==> config.mk <==
export PLATFORM = sky130hd
export DESIGN_NAME = dmem_arbiter
export DESIGN_NICKNAME = d
export VERILOG_FILES = /design/src/rtl/dmem_pkg.sv /design/src/rtl/dmem_arb_starve.sv /design/src/rtl/dmem_arbiter.sv
export SDC_FILE = /design/constraint.sdc
export NUM_CORES = 1
export LEC_CHECK = 0
export BUFFER_PORTS_ARGS = -buffer_cell sky130_fd_sc_hd__buf_2
export CORE_MARGIN = 2
export CORE_UTILIZATION = 46
export CTS_CLUSTER_DIAMETER = 80
export CTS_CLUSTER_SIZE = 10
export DETAILED_ROUTE_END_ITERATION = 7
export GPL_ROUTABILITY_DRIVEN = 0
export PLACE_DENSITY_LB_ADDON = 0.08
export SKIP_LAST_GASP = 1
export SLEW_MARGIN = 40
export SYNTH_ARGS = -nofsm -noshare
export SYNTH_HDL_FRONTEND = slang
export SYNTH_SLANG_ARGS = --single-unit
==> constraint.sdc <==
create_clock -name clk -period 2.1 [get_ports clk]
set_input_delay 0.21 -clock clk [delete_from_list [all_inputs] [get_ports clk]]
set_output_delay 0.21 -clock clk [all_outputs]
set_load 0.03 [all_outputs]
==> src/rtl/dmem_pkg.sv <==
// rtl/dmem_pkg.sv - DMType encoding, arbiter state and request types for the dmem arbiter
package dmem_pkg;

    localparam logic [2:0] DMT_W  = 3'b000;
    localparam logic [2:0] DMT_H  = 3'b001;
    localparam logic [2:0] DMT_HU = 3'b010;
    localparam logic [2:0] DMT_B  = 3'b011;
    localparam logic [2:0] DMT_BU = 3'b100;

    typedef enum logic [1:0] {
        ST_IDLE,
        ST_RD_WAIT,
        ST_RD_RESP
    } arb_state_e;

    typedef struct packed {
        logic        we;
        logic [31:0] addr;
        logic [31:0] wd;
        logic [2:0]  dmtype;
    } dmem_req_t;

    function automatic logic is_misaligned(input logic [2:0] dmtype, input logic [1:0] addr_lo);
        logic mis;
        mis = 1'b0;
        case (dmtype)
            DMT_W:         mis = (addr_lo != 2'b00);
            DMT_H, DMT_HU: mis = addr_lo[0];
            default:       mis = 1'b0;
        endcase
        return mis;
    endfunction

endpackage

==> src/rtl/dmem_arb_starve.sv <==
// rtl/dmem_arb_starve.sv - saturating count of port-1 lost cycles, raises force_p1 at STARVE_MAX
module dmem_arb_starve #(
    parameter int unsigned STARVE_MAX = 8
) (
    input  logic clk,
    input  logic rst_n,
    input  logic p1_req_i,
    input  logic p1_gnt_i,
    output logic force_p1_o
);

    logic [7:0] cnt_q, cnt_d;

    always_comb begin
        cnt_d = cnt_q;
        if (!p1_req_i || p1_gnt_i) begin
            cnt_d = 8'd0;
        end else if (cnt_q != 8'(STARVE_MAX)) begin
            cnt_d = cnt_q + 8'd1;
        end
    end

    always_ff @(posedge clk or negedge rst_n) begin
        if (!rst_n) begin
            cnt_q <= 8'd0;
        end else begin
            cnt_q <= cnt_d;
        end
    end

    assign force_p1_o = (cnt_q == 8'(STARVE_MAX));

endmodule

==> src/rtl/dmem_arbiter.sv <==
// rtl/dmem_arbiter.sv - two-port arbiter in front of the single-port data memory
// DMEM_ALIGN_CHK_EN adds p0_err/p1_err and blocks misaligned accesses from reaching memory.
module dmem_arbiter
    import dmem_pkg::*;
#(
    parameter int unsigned STARVE_MAX = 8
) (
    input  logic        clk,
    input  logic        rst_n,
    input  logic        p0_req,
    input  logic        p0_we,
    input  logic [31:0] p0_addr,
    input  logic [31:0] p0_wd,
    input  logic [2:0]  p0_dmtype,
    output logic        p0_gnt,
    output logic        p0_rvalid,
    output logic [31:0] p0_rdata,
    input  logic        p1_req,
    input  logic        p1_we,
    input  logic [31:0] p1_addr,
    input  logic [31:0] p1_wd,
    input  logic [2:0]  p1_dmtype,
    output logic        p1_gnt,
    output logic        p1_rvalid,
    output logic [31:0] p1_rdata,
    output logic        mem_we,
    output logic [31:0] mem_addr,
    output logic [31:0] mem_wd,
    output logic [2:0]  mem_dmtype,
    input  logic [31:0] mem_rd,
    output logic        cpu_stall
`ifdef DMEM_ALIGN_CHK_EN
    ,
    output logic        p0_err,
    output logic        p1_err
`endif
);

    arb_state_e  state_q, state_d;
    logic        owner_q, owner_d;
    logic [31:0] addr_q, wd_q;
    logic [2:0]  dmtype_q;
    logic [31:0] p0_rdata_q, p1_rdata_q;
    logic        p0_err_q, p1_err_q;
    logic        force_p1;
    logic        p0_elig, p1_elig, gsel, gnt_any, mis, fwd;
    dmem_req_t   req0, req1, sel;

    assign req0 = '{we: p0_we, addr: p0_addr, wd: p0_wd, dmtype: p0_dmtype};
    assign req1 = '{we: p1_we, addr: p1_addr, wd: p1_wd, dmtype: p1_dmtype};

    dmem_arb_starve #(
        .STARVE_MAX (STARVE_MAX)
    ) u_starve (
        .clk        (clk),
        .rst_n      (rst_n),
        .p1_req_i   (p1_req),
        .p1_gnt_i   (p1_gnt),
        .force_p1_o (force_p1)
    );

    always_comb begin
        state_d = state_q;
        owner_d = owner_q;
        // A port whose error is reported this cycle still holds req; keep it from re-winning.
        p0_elig = p0_req & ~p0_err_q;
        p1_elig = p1_req & ~p1_err_q;
        case (state_q)
            ST_RD_WAIT: begin
                p0_elig = 1'b0;
                p1_elig = 1'b0;
            end
            ST_RD_RESP: begin
                if (owner_q) p1_elig = 1'b0;
                else         p0_elig = 1'b0;
            end
            default: ;
        endcase

        gsel    = p1_elig & (force_p1 | ~p0_elig);
        p1_gnt  = gsel;
        p0_gnt  = p0_elig & ~gsel;
        gnt_any = p0_gnt | p1_gnt;
        sel     = gsel ? req1 : req0;
`ifdef DMEM_ALIGN_CHK_EN
        mis     = is_misaligned(sel.dmtype, sel.addr[1:0]);
`else
        mis     = 1'b0;
`endif
        fwd     = gnt_any & ~mis;

        mem_we     = fwd & sel.we;
        mem_addr   = fwd ? sel.addr   : addr_q;
        mem_wd     = fwd ? sel.wd     : wd_q;
        mem_dmtype = fwd ? sel.dmtype : dmtype_q;

        if (fwd && !sel.we) begin
            state_d = ST_RD_WAIT;
            owner_d = gsel;
        end else if (state_q == ST_RD_WAIT) begin
            state_d = ST_RD_RESP;
        end else begin
            state_d = ST_IDLE;
        end
    end

    always_ff @(posedge clk or negedge rst_n) begin
        if (!rst_n) begin
            state_q    <= ST_IDLE;
            owner_q    <= 1'b0;
            addr_q     <= 32'd0;
            wd_q       <= 32'd0;
            dmtype_q   <= 3'd0;
            p0_rdata_q <= 32'd0;
            p1_rdata_q <= 32'd0;
            p0_err_q   <= 1'b0;
            p1_err_q   <= 1'b0;
        end else begin
            state_q  <= state_d;
            owner_q  <= owner_d;
            if (fwd) begin
                addr_q   <= sel.addr;
                wd_q     <= sel.wd;
                dmtype_q <= sel.dmtype;
            end
            // Memory output is valid during RD_WAIT, formatted against the held request.
            if (state_q == ST_RD_WAIT) begin
                if (owner_q) p1_rdata_q <= mem_rd;
                else         p0_rdata_q <= mem_rd;
            end
            p0_err_q <= p0_gnt & mis;
            p1_err_q <= p1_gnt & mis;
        end
    end

    assign p0_rvalid = (state_q == ST_RD_RESP) & ~owner_q;
    assign p1_rvalid = (state_q == ST_RD_RESP) &  owner_q;
    assign p0_rdata  = p0_rdata_q;
    assign p1_rdata  = p1_rdata_q;
    assign cpu_stall = p0_req & ~((p0_gnt & p0_we) | p0_rvalid | p0_err_q);

`ifdef DMEM_ALIGN_CHK_EN
    assign p0_err = p0_err_q;
    assign p1_err = p1_err_q;
`endif

endmodule

==> flow_metrics.env <==
export IMPL_yosysTopAreaCellShare=0.5856
export IMPL_grt_pass1_wl_um=29080
export IMPL_power_density_nw_per_um2=2130
export IMPL_area_delta_synth_final_pct=60.21
export IMPL_clk_pin_slew_ns=0.06
export IMPL_via_per_inst=5.442
export IMPL_cts_buffer_depth=2
export IMPL_cts_tree="done"
export IMPL_synth_seq_area_share=0.5856
export IMPL_drtAntennaViolNets=0
export IMPL_grt_use_met3=0.06849
export IMPL_status="complete, but fails checks"
export IMPL_layout_drive_gt1_share=0.6522
export IMPL_grt_max_degree=61
export IMPL_setup_viol=75
export IMPL_final_design_area_no_fill_um2=9722
export IMPL_vias=5333
export IMPL_coreArea_um2=12770
export IMPL_start_util=0.4751
export IMPL_fin_crit_sh=1.220
export IMPL_drt_iter0_markers=310
export IMPL_ios=309
export IMPL_cp_end_kind="output port"
export IMPL_rsz0062_at_grt="true"
export IMPL_synth_edf_count=0
export IMPL_placed_area_um2=8070
export IMPL_rows=41
export IMPL_reg2reg_slack_ns=-0.05
export IMPL_critPathMaxFanout=26
export IMPL_numCtsBuffers=17
export IMPL_synthArstFlopShare=1.000
export IMPL_whs_endpoint="p0_rdata[28]$_DFFE_PN0P_"
export IMPL_worstReg2RegEnd="addr_q[22]$_DFF_PN0_"
export IMPL_busiest_layer="met2"
export IMPL_yosys_top_cells_area="dfrtp_1 (59%), mux2_2 (11%), a221o_1 (11%)"
export IMPL_dieArea_um2=14130
export IMPL_ys_types=40
export IMPL_synth_seq_cells=142
export IMPL_worstMarginPinSlew_ns=0.5692
export IMPL_vdd_drop_max_uv=1358
export IMPL_grt_use_met2=0.4666
export IMPL_synthXorXnorAreaFrac=0.008660
export IMPL_synth_largest_area_cell="dfrtp_1"
export IMPL_finalWirelength_um=19080
export IMPL_synth_top_family_by_area="compound AO/OA/AOI/OAI gates"
export IMPL_finalPower_uw=20700
export IMPL_maxCapViolCount=0
export IMPL_synth_compound_area_frac=0.1274
export IMPL_timing_final_crit_period_ns=2.563
export IMPL_syn_cell_area_um2=6068
export IMPL_relSlewSlack=0.6206
export IMPL_path_class="reg2out"
export IMPL_finalCoreUtilization=0.7611
export IMPL_antenna_found_initial=3
export IMPL_cts_root_buf="clkbuf_16"
export IMPL_slew_violations=0
export IMPL_worstHoldStart="mem_rd[28]"
export IMPL_finClkSkew_ns=0.008880
export IMPL_synthMuxAreaShare=0.1204
export IMPL_post_route_worst_setup_slack_ns=-0.4628
export IMPL_syn_avg_cell_area_um2=14.08
export IMPL_wl_per_cell_um=19.47
export IMPL_ys_warn_count=0
export IMPL_min_path_type="in2reg"
export IMPL_synth_ff_type="dfrtp_1"
export IMPL_dr_pass1_iters=4
export IMPL_worst_setup_path_start_kind="flip-flop"
export IMPL_grt_total_usage=0.2660
export IMPL_die_w_um=118.9
export IMPL_r2r_start="state_q[1]$_DFF_PN0_"
export IMPL_htreeDepth=4
export IMPL_syn_num_nets=607
export IMPL_synth_fa_ha_area_frac=0.008247
export IMPL_insertion_delay_ns=0.41
export IMPL_holdPathStages=2
export IMPL_grt_pass1_vias=5632
export IMPL_port_buffers=308
export IMPL_hold_viol=0
export IMPL_synth_simple_area_share=0.1089
export IMPL_hpwlAfterDp_um=12490
export IMPL_cp_data_arrival_time_ns=2.35
export IMPL_reg2reg_depth=9
export IMPL_leakagePower_uw=0.004666
export IMPL_drc_errors=0
export IMPL_clock_sinks=142
export IMPL_fmax_mhz=390.2
export IMPL_die_h_um=118.9
export IMPL_violations="setup timing"
export IMPL_grt_overflow=0
export IMPL_final_nets=969
export IMPL_grt_met1_usage=0.3061
export IMPL_worst_ep_required_time_ns=1.89
export IMPL_syn_inst=431
export IMPL_tns_ns=-29.95
[cell usage after synthesis (2+ instances only)]
library cell and count:
nor2_1 7, a221o_1 67, mux2_2 61, clkbuf_1 8, inv_1 5, o21ai_1 2
mux2_1 3, nor3b_1 67, nand3_1 4, buf_6 10, a211oi_2 2, ha_1 4
dfrtp_1 142, buf_2 9, and3_1 2, xor2_1 4, xnor2_1 2, nor2b_1 2
buf_1 8, o21ai_0 2
[metrics by stage]
stage / instances / setup slack, ns / hold WS [ns]
final: 980 / -0.4628 / 0.04378
after global routing: 980 / -0.5785 / 0.03093
after CTS: 968 / -0.5022 / 0.02256
after detailed placement: 911 / -0.1454 / 0.2231
after global placement: 911 / -0.1129 / 0.2135
after floorplan: 431 / -0.03481 / -0.08559
[per-layer routing]
layer	vias up	wire length, um	part of all wire
li1	2388	-	-
met1	2632	7166	0.38
met2	273	9971	0.52
met3	40	1347	0.071
met4	0	591	0.031
met5	-	0	0
[how the worst max path moves through the flow]
stage	cells after the start	from	slack, ns	to
finish	8	u_starve.cnt_q[0]$_DFFE_PN0P_	-0.46	mem_wd[14]
global route	8	u_starve.cnt_q[0]$_DFFE_PN0P_	-0.58	mem_wd[14]
CTS	8	u_starve.cnt_q[0]$_DFFE_PN0P_	-0.50	mem_addr[22]
detailed placement	8	state_q[1]$_DFF_PN0_	-0.15	mem_addr[24]
global placement	10	state_q[0]$_DFF_PN0_	-0.11	mem_wd[0]
floorplan	8	state_q[0]$_DFF_PN0_	-0.03	mem_addr[24]
[report_power, final]
group          switching (uW)  internal, uW  leakage, uW
Combinational            7140          5830      0.00264
Clock                    1100          2080     0.000309
Sequential                476          4080      0.00172
Total                    8720         12000      0.00467
[placed cells by master, fill, tap and decap left out, types with 2 or more instances in the layout]
cell,Yosys,layout
a221o_1,67,47
a221o_2,0,20
and3_1,2,2
buf_12,0,12
buf_16,0,5
buf_2,9,237
buf_4,1,50
buf_6,10,71
bufinv_16,0,4
clkbuf_16,0,18
clkbuf_8,0,3
clkinv_2,0,3
dfrtp_1,142,142
diode_2,0,3
dlygate4sd3_1,0,2
ha_1,4,2
inv_1,5,4
mux2_1,3,3
mux2_2,61,61
nand3_1,4,4
nor2_1,7,7
nor3b_1,67,49
nor3b_2,1,18
o21a_4,0,2
xnor2_1,2,2
xor2_1,4,4
[what timing repair did]
action | 4_1_cts | 5_1_grt
pin swaps | 16 | 45
resized for setup | 117 | 72
hold buffers | 2 | 0
buffers inserted | 18 | 13
gates cloned | 6 | 1
endpoints found under the setup margin | 71 | 83
endpoints found under the hold margin | 59 | 0
[worst max-delay path, stage by stage, from the launching register on]
cell     delay, ns
dfrtp_1       0.38
inv_1         0.06
ha_2          0.16
nor4b_4       0.24
nand2_2       0.12
o21a_4        0.28
buf_16        0.19
a221o_1       0.37
buf_6         0.15
[kinds of logic after synthesis]
logic type               Yosys count
adder cells (fa/ha/maj)            4
AND/OR/NAND/NOR                   92
buffers and inverters             42
AO/OA/AOI/OAI                     80
XOR/XNOR                           6
flip-flops                       142
multiplexers                      65
[flip-flops by register name, indices dropped and copies added, names as in the netlist]
signal,cells
addr_q,32
owner_q,1
p0_rdata,32
p1_rdata,32
u_starve.cnt_q,8
state_q,2
dmtype_q,3
wd_q,32
[area by class of cell]
type / instances / area (um2)
antenna: 3 / 7.507
clock buffer: 21 / 470.5
clock inverter: 10 / 160.2
fill: 833 / 3052
inverter: 6 / 30.03
multi-input combinational: 247 / 2469
sequential: 142 / 3553
tap: 172 / 215.2
timing repair buffer: 379 / 2816
Note: power is estimated with default switching activity, not from simulation.
